--- src/rtl/uart_pkg.sv ---
// Shared UART definitions: frame state encoding and line-level symbol values.
// Used by the transmitter and intended for reuse by the matching receiver.
package uart_pkg;

    typedef enum logic [2:0] {
        IDLE   = 3'd0,
        START  = 3'd1,
        DATA   = 3'd2,
        PARITY = 3'd3,
        STOP   = 3'd4
    } uart_state_e;

    localparam logic LINE_IDLE = 1'b1;
    localparam logic START_BIT = 1'b0;
    localparam logic STOP_BIT  = 1'b1;

endpackage

--- src/rtl/uart_baud_counter.sv ---
// Symbol timer: counts 0..cycles_per_symbol-1 while running and flags the
// final cycle of each symbol. A clear restarts the count for a new frame.
module uart_baud_counter
    import uart_pkg::*;
#(
    parameter int cycles_per_symbol = 434
) (
    input  logic clk,
    input  logic reset,
    input  logic clear,
    input  logic run,
    output logic symbol_end
);

    localparam int              CNT_W = $clog2(cycles_per_symbol);
    localparam logic [CNT_W-1:0] LAST  = CNT_W'(cycles_per_symbol - 1);
    localparam logic [CNT_W-1:0] ONE   = CNT_W'(1);

    logic [CNT_W-1:0] r_count;

    // Baud counter: cleared on fetch, wraps at the end of every symbol.
    always_ff @(posedge clk or negedge reset) begin
        if (!reset) begin
            r_count <= '0;
        end else if (clear) begin
            r_count <= '0;
        end else if (run) begin
            if (r_count == LAST) begin
                r_count <= '0;
            end else begin
                r_count <= r_count + ONE;
            end
        end else begin
            r_count <= r_count;
        end
    end

    assign symbol_end = run & (r_count == LAST);

endmodule

--- src/rtl/uart_fifo_tx.sv ---
// UART transmitter that pops bytes from a FIFO and serialises them as
// start / data (LSB first) / optional even parity / stop frames.
module uart_fifo_tx
    import uart_pkg::*;
#(
    parameter int data_width = 8,
    parameter int clock_freq = 50_000_000,
    parameter int baud_rate  = 115_200,
    parameter int parity_en  = 0
) (
    input  logic                  clk,
    input  logic                  reset,
    input  logic                  enable,
    input  logic                  cts_n,
    input  logic                  fifo_empty,
    input  logic [data_width-1:0] fifo_dout,
    output logic                  fifo_rd_en,
    output logic                  serial_out,
    output logic                  busy,
    output logic                  tx_done
);

    localparam int               cycles_per_symbol = clock_freq / baud_rate;
    localparam int               IDX_W    = (data_width > 1) ? $clog2(data_width) : 1;
    localparam logic [IDX_W-1:0] LAST_IDX = IDX_W'(data_width - 1);
    localparam logic [IDX_W-1:0] IDX_ONE  = IDX_W'(1);

    function automatic logic even_parity(input logic [data_width-1:0] d);
        return ^d;
    endfunction

    uart_state_e           r_state;
    uart_state_e           w_next_state;
    logic [data_width-1:0] r_shift;
    logic [IDX_W-1:0]      r_bit_idx;
    logic                  r_parity;
    logic                  r_serial;
    logic                  r_busy;
    logic                  r_tx_done;
    logic                  w_line;
    logic                  w_fetch;
    logic                  w_fetch_point;
    logic                  w_symbol_end;
    logic                  w_run;

    // Pops happen only at fetch points; reset masks the strobe so nothing is lost.
    assign w_fetch       = enable & ~cts_n & ~fifo_empty;
    assign w_fetch_point = (r_state == IDLE) | ((r_state == STOP) & w_symbol_end);
    assign fifo_rd_en    = reset & w_fetch & w_fetch_point;
    assign w_run         = (r_state != IDLE);

    uart_baud_counter #(
        .cycles_per_symbol(cycles_per_symbol)
    ) u_baud (
        .clk       (clk),
        .reset     (reset),
        .clear     (fifo_rd_en),
        .run       (w_run),
        .symbol_end(w_symbol_end)
    );

    // State register.
    always_ff @(posedge clk or negedge reset) begin
        if (!reset) begin
            r_state <= IDLE;
        end else begin
            r_state <= w_next_state;
        end
    end

    // Next-state logic; symbols advance on the baud counter wrap.
    always_comb begin
        w_next_state = r_state;
        case (r_state)
            IDLE: begin
                if (fifo_rd_en) w_next_state = START;
                else            w_next_state = IDLE;
            end
            START: begin
                if (w_symbol_end) w_next_state = DATA;
                else              w_next_state = START;
            end
            DATA: begin
                if (w_symbol_end && (r_bit_idx == LAST_IDX))
                    w_next_state = (parity_en != 0) ? PARITY : STOP;
                else
                    w_next_state = DATA;
            end
            PARITY: begin
                if (w_symbol_end) w_next_state = STOP;
                else              w_next_state = PARITY;
            end
            STOP: begin
                if (fifo_rd_en)        w_next_state = START;
                else if (w_symbol_end) w_next_state = IDLE;
                else                   w_next_state = STOP;
            end
            default: w_next_state = IDLE;
        endcase
    end

    // Shift register, bit index and parity capture.
    always_ff @(posedge clk or negedge reset) begin
        if (!reset) begin
            r_shift   <= '0;
            r_bit_idx <= '0;
            r_parity  <= 1'b0;
        end else if (fifo_rd_en) begin
            r_shift   <= fifo_dout;
            r_bit_idx <= '0;
            r_parity  <= even_parity(fifo_dout);
        end else if ((r_state == DATA) && w_symbol_end) begin
            r_shift   <= r_shift >> 1;
            r_bit_idx <= r_bit_idx + IDX_ONE;
            r_parity  <= r_parity;
        end else begin
            r_shift   <= r_shift;
            r_bit_idx <= r_bit_idx;
            r_parity  <= r_parity;
        end
    end

    // Line level for the current state.
    always_comb begin
        w_line = LINE_IDLE;
        case (r_state)
            IDLE:    w_line = LINE_IDLE;
            START:   w_line = START_BIT;
            DATA:    w_line = r_shift[0];
            PARITY:  w_line = r_parity;
            STOP:    w_line = STOP_BIT;
            default: w_line = LINE_IDLE;
        endcase
    end

    // Registered outputs: outputs lag the state by one clock, so tx_done
    // lines up with the last stop-bit cycle seen on the pin.
    always_ff @(posedge clk or negedge reset) begin
        if (!reset) begin
            r_serial  <= LINE_IDLE;
            r_busy    <= 1'b0;
            r_tx_done <= 1'b0;
        end else begin
            r_serial  <= w_line;
            r_busy    <= (r_state != IDLE);
            r_tx_done <= (r_state == STOP) & w_symbol_end;
        end
    end

    assign serial_out = r_serial;
    assign busy       = r_busy;
    assign tx_done    = r_tx_done;

endmodule
--- config.mk ---
export PLATFORM = sky130hd
export DESIGN_NAME = uart_fifo_tx
export DESIGN_NICKNAME = d
export VERILOG_FILES = /design/src/rtl/uart_pkg.sv /design/src/rtl/uart_baud_counter.sv /design/src/rtl/uart_fifo_tx.sv
export SDC_FILE = /design/constraint.sdc
export NUM_CORES = 1
export LEC_CHECK = 0
export CAP_MARGIN = 40
export CORE_MARGIN = 2
export CORE_UTILIZATION = 58
export DETAILED_ROUTE_END_ITERATION = 6
export PLACE_DENSITY = 0.83
export SLEW_MARGIN = 10
export SYNTH_ARGS = -nofsm -noshare
export SYNTH_HDL_FRONTEND = slang
export SYNTH_HIERARCHICAL = 1
export SYNTH_SLANG_ARGS = --single-unit
export TNS_END_PERCENT = 1
--- constraint.sdc ---
create_clock -name clk -period 4.8 [get_ports clk]
set_clock_uncertainty 0.05 [all_clocks]
set_input_delay 1.44 -clock clk [delete_from_list [all_inputs] [get_ports clk]]
set_output_delay 1.44 -clock clk [all_outputs]
set_load 0.1 [all_outputs]
==> results.ini, run 1 <==
[place]
routabilityCongestion = 0.8407
io_buffer_count = 16
dpl-instance-area_sq_um = 1648
hpwl_um = 1951
dpl_worst_slack_ns = 0.5107

[cells_and_area]
syn_to_final_growth_pct = 19.36
final_cell_mix = dfrtp_1, nor2_1, clkdlybuf4s50_1, nand2_1, xnor2_1
layout-drive-gt1-share_pct = 11.25
layout_commonest_cell = dfrtp_1
num-nets-final = 178
fin_area_sq_um = 1674
antenna_cells = 0

[die]
core_area_sq_um = 2255
rows = 17
io_pins = 17
die_area_sq_um = 2828
dieWidth_um = 53.18
start_util_pct = 62.21
die_h_um = 53.18

[worst_setup_path]
reg2reg_from = r_state[0]$_DFF_PN0_
rr_endpoint = u_baud/r_count[6]$_DFFE_PN0P_
path_max_fanout = 9
cp-end-kind = primary output
arrival_ns = 2.81
r2r_slack_ns = 2.19
crit_path_start_kind = input port
required_ns = 3.31
ff2ff_path_depth = 10
path_class = input port to primary output

[route]
totalWireLength_um = 2547
drc = 0
viasPerCell = 5.649
drtIter0Drc = 13
via_count = 1062
ant_nets = 0
wl_per_cell_um = 13.55
drtPass1Iterations = 4

[clock_tree]
clock_path_buffers = 2
cts-htree-levels = 1
root_buffer = clkbuf_4
cts_resized = 0
cts_tree = done
cts-buffers-inserted = 3
clk_pin_slew_ns = 0.13
ctsHoldBuffers = 0
postCtsSetupRepairBufs = 0
worstSkewPairLatency_ns = 0.31
clock_sink_count = 27

[timing]
finalSetupViolations = 0
max_freq_mhz = 232.6
max-slew-margin-rel_pct = 42.69
slew_viol_final = 0
period_share_pct = 89.55
min_period_ns = 4.299
tightest_slew_ns = 0.8560
setup_ws_ns = 0.5014
rsz0062_at_grt = no
final.setup.tns_ns = 0
finalHoldViolCount = 0

[synth]
synth_seq_area_share_pct = 48.26
synthDistinctLibCells = 33
ys_ff_latch = 27
synth_cells = 138
avgSynthCellArea_sq_um = 10.16
synth_fp_nets = 155
syn_area_sq_um = 1403
yosysWarningCount = 6

[global_routing]
grt_overflow_total = 0
grt_pass1_vias = 1021
antenna_found_initial = 0
grt_max_degree = 28
grt_pass1_wl_um = 4257
grt_usage_pct = 20.69

[power]
p_leak_uw = 0.0006540
power.density_nw_per_um2 = 207.7
vdd_drop_max_mv = 0.1733

[hold_path]
whs_path_depth = 2
holdPathEnd = r_parity$_DFFE_PN0N_
hp-start = r_parity$_DFFE_PN0N_
hold_path.class = register to register

[job]
maxCapViolCount = 0

[status]
status = completed

-- metal layers --
| layer | global-route usage [%] | wire length (um) | vias up |
|---|---|---|---|
| met5 | 0 | 0 | - |
| met4 | 8.974 | 13 | 0 |
| met3 | 2.542 | 81 | 2 |
| met2 | 35.63 | 1305 | 17 |
| met1 | 25.97 | 1147 | 522 |
| li1 | - | - | 521 |
-- power breakdown --
part,internal [uW],switching (uW)
Sequential,228,0
Combinational,15.9,10.9
Clock,32.4,61.0
Total,276,71.9
-- logic make-up after synthesis --
| family | count (synthesis) | synth area share [%] |
|---|---|---|
| compound gates | 23 | 9.188 |
| buf+inv | 8 | 2.765 |
| mux | 9 | 6.423 |
| fa+ha+maj | 4 | 3.568 |
| xor+xnor | 13 | 8.118 |
| flops | 27 | 48.26 |
| simple gates | 54 | 21.68 |
-- synth_stat cells --
library cell | n | area share [%]
dfrtp_1 | 26 | 46
nor2_1 | 18 | 4.8
nand2_1 | 13 | 3.5
xnor2_1 | 12 | 7.5
a21oi_1 | 9 | 3.2
mux2i_1 | 9 | 6.4
o21ai_0 | 9 | 3.2
ha_1 | 4 | 3.6
nand3_1 | 4 | 1.4
nor3_1 | 4 | 1.4
inv_1 | 3 | 0.80
inv_2 | 2 | 0.54
nand2b_1 | 2 | 0.89
nand3b_1 | 2 | 1.1
nor4b_4 | 2 | 3.4
o21a_1 | 2 | 1.1
a211oi_1 | 1 | 0.54
and3_1 | 1 | 0.45
and4b_1 | 1 | 0.71
and4bb_2 | 1 | 0.89
buf_2 | 1 | 0.36
buf_6 | 1 | 0.80
clkbuf_1 | 1 | 0.27
dfstp_2 | 1 | 1.9
nand4_1 | 1 | 0.45
nor2_2 | 1 | 0.45
nor3b_1 | 1 | 0.54
nor4bb_1 | 1 | 0.71
o21bai_1 | 1 | 0.54
o32ai_1 | 1 | 0.62
or2_2 | 1 | 0.45
or3_2 | 1 | 0.54
xor2_1 | 1 | 0.62
-- state kept, by name, summed over array words and instances (netlist names) --
name and count:
r_shift 8, r_state 3, r_parity 1, busy 1
tx_done 1, r_bit_idx 3, u_baud/r_count 9, serial_out 1
-- per-stage QoR --
stage               hold WS [ns]  util (%)  power (uW)  std cells
floorplan                 0.4002         -       241.9        138
CTS                       0.4630     74.25       353.9        188
finish                    0.4563     74.25       347.7        188
global placement          0.4209     71.09       258.7        181
detailed placement        0.4316     73.09       259.2        184
global route              0.5142     74.25       363.8        188
-- worst max path at each step --
stage | from | end | slack [ns] | depth (start not counted)
after global routing | reset | fifo_rd_en | 0.39 | 5
after global placement | reset | fifo_rd_en | 0.56 | 5
after detailed placement | reset | fifo_rd_en | 0.51 | 5
after floorplan | cts_n | fifo_rd_en | 0.93 | 4
final | reset | fifo_rd_en | 0.50 | 5
after CTS | reset | fifo_rd_en | 0.49 | 5
-- worst max-delay path, stage by stage --
cell and delay (ns):
clkdlybuf4s50_1 0.49, nor4bb_1 0.32, nand3_1 0.16, inv_2 0.19, buf_12 0.20
-- cell type report --
cell class,instances,area (sq um)
inverters,5,18.77
well taps,28,35.03
multi-input cells,103,686.9
fillers,169,580.6
repair buffers,21,230.2
flip-flops and latches,27,676.9
clock buffers,4,26.28
No activity file was read; power rests on OpenSTA's default activity.
==> inputs of run 2 (changes only) <==
Settings changed: ABC_AREA from default to 0, CORE_UTILIZATION 58 to 55, PLACE_DENSITY 0.83 to 0.79.
==> run 2 against run 1 <==
Non-clock buffer count stayed put. Die area increased by 5.0%. Fmax increased by 0.69%. Largest power group unchanged. Utilization down 5.9 points. Sequential power barely moved. Combinational power is essentially flat. Critical path depth stayed put.
==> results.ini, run 2 (synthesis results as in run 1) <==
[status]
status = completed

[global_routing]
grt_overflow_total = 0  ; unchanged
grt_usage_pct = 19.80  ; -0.89 points
antenna_found_initial = 0  ; unchanged
grt_pass1_vias = 1031  ; +0.98%
grt_pass1_wl_um = 4167  ; -2.1%
grt_max_degree = 28  ; unchanged

[place]
io_buffer_count = 16  ; unchanged
routabilityCongestion = 0.7657  ; -8.9%
hpwl_um = 1962  ; +0.55%

[power]
vdd_drop_max_mv = 0.1518  ; -12%
p_leak_uw = 0.0006567  ; +0.42%
power.density_nw_per_um2 = 209.0  ; +0.65%

[cells_and_area]
final_core_util_pct = 68.35  ; -5.9 points
largest_reg_flops = 9  ; unchanged
layout-drive-gt1-share_pct = 11.88  ; +0.62 points
top_register = u_baud/r_count
layout_commonest_cell = dfrtp_1
regArea_sq_um = 676.9  ; unchanged
multi_input_area_sq_um = 686.9  ; unchanged
reg.largest.list = u_baud/r_count: 9 flops, r_shift: 8 flops
final_cell_mix = dfrtp_1, nor2_1, clkdlybuf4s50_1, nand2_1, xnor2_1
num-nets-final = 178  ; unchanged
syn_to_final_growth_pct = 19.63
antenna_cells = 0  ; unchanged
fillers = 205  ; +21%

[timing]
period_share_pct = 88.94  ; -0.62 points
finalHoldViolCount = 0  ; unchanged
min_period_ns = 4.269  ; -0.02965 ns
final.setup.tns_ns = 0  ; unchanged
max-slew-margin-rel_pct = 43.28  ; +0.59 points
rsz0062_at_grt = no
tightest_slew_ns = 0.8472  ; -0.008752 ns
finalSetupViolations = 0  ; unchanged
slew_viol_final = 0  ; unchanged
max_freq_mhz = 234.3  ; +0.69%

[die]
core_area_sq_um = 2455  ; +8.9%
dieWidth_um = 54.50  ; +2.5%
io_pins = 17  ; unchanged
die_area_sq_um = 2970  ; +5.0%
die_h_um = 54.50  ; +2.5%
rows = 18  ; +1
start_util_pct = 57.14  ; -5.1 points

[route]
drc = 0  ; unchanged
highest_layer = met4
met3_wirelength_um = 81  ; unchanged
drtIter0Drc = 18  ; +5
ant_nets = 0  ; unchanged
wl_per_cell_um = 13.56  ; +0.11%
drtPass1Iterations = 4  ; unchanged
totalWireLength_um = 2577  ; +1.2%
route.met2.wl_um = 1356  ; +3.9%
m1WireLength_um = 1121  ; -2.3%
viasPerCell = 5.574  ; -1.3%
via_count = 1059  ; -0.28%

[worst_setup_path]
cp-end-kind = primary output
crit_path_start_kind = input port
required_ns = 3.31  ; about the same
path_max_fanout = 9  ; unchanged
arrival_ns = 2.78  ; -0.03 ns
path_class = input port to primary output

[clock_tree]
ctsHoldBuffers = 0  ; unchanged
cts-htree-levels = 1  ; unchanged
cts_tree = done
root_buffer = clkbuf_4
cts_resized = 0  ; unchanged
clock_path_buffers = 2  ; unchanged
cts-buffers-inserted = 3  ; unchanged
clk_pin_slew_ns = 0.15  ; +0.02 ns
postCtsSetupRepairBufs = 0  ; unchanged
clock_sink_count = 27  ; unchanged
worstSkewPairLatency_ns = 0.32  ; about the same

[hold_path]
hold_path.class = register to register

[job]
maxCapViolCount = 0  ; unchanged

==> run 2: stage by stage <==
step           setup slack (ns)  area (sq um)  total power, uW  hold slack [ns]  cells
4_1_cts                  0.5210          1678            357.0           0.4607    190
5_1_grt                  0.4503          1678            367.7           0.5208    190
2_1_floorplan            0.9319          1403            241.9           0.4002    138
3_3_place_gp             0.5441          1605            258.5           0.4219    183
6_report                 0.5311          1678            350.8           0.4572    190
3_5_place_dp             0.5495          1650            259.2           0.4268    186
==> run 2: final cells by class <==
class                   instances  share of cell area, %
clock buffers                   3                  1.342
clock inverters                 1                 0.2983
inverters                       5                  1.119
multi-input cells             103                  40.94
flip-flops and latches         27                  40.34
well taps                      30                  2.237
repair buffers                 21                  13.72
==> run 2: report_power, final <==
part / leakage (uW) / switching (uW) / total (uW) / internal [uW]
Combinational: 0.000343 / 11.0 / 26.8 / 15.8
Clock: 0.0000177 / 65.2 / 96.4 / 31.2
Sequential: 0.000296 / 0 / 228 / 228
==> run 2: worst max-delay path: stages <==
cell             delay (ns)
clkdlybuf4s50_1        0.50
nor4bb_1               0.30
nand3_1                0.15
inv_2                  0.18
buf_12                 0.20
==> run 2: final timing paths <==
| check | from | endpoint | slack (ns) | depth (start not counted) |
|---|---|---|---|---|
| max | reset | fifo_rd_en | 0.53 | 5 |
| min | r_parity$_DFFE_PN0N_ | r_parity$_DFFE_PN0N_ | 0.46 | 2 |
| max reg2reg | u_baud/r_count[1]$_DFFE_PN0P_ | r_shift[5]$_DFFE_PN0P_ | 2.22 | 8 |
| min reg2reg | r_parity$_DFFE_PN0N_ | r_parity$_DFFE_PN0N_ | 0.46 | 2 |
| max in group asynchronous | reset | serial_out$_DFF_PN1_ | 2.93 | 2 |
| min in group asynchronous | reset | tx_done$_DFF_PN0_ | 1.48 | 2 |
==> run 2: layer usage <==
metal / GRT usage (%) / up-vias
met4: 7.917 / 0
met1: 21.91 / 522
li1: - / 516
met2: 37.75 / 19
met3: 2.459 / 2
met5: 0 / -
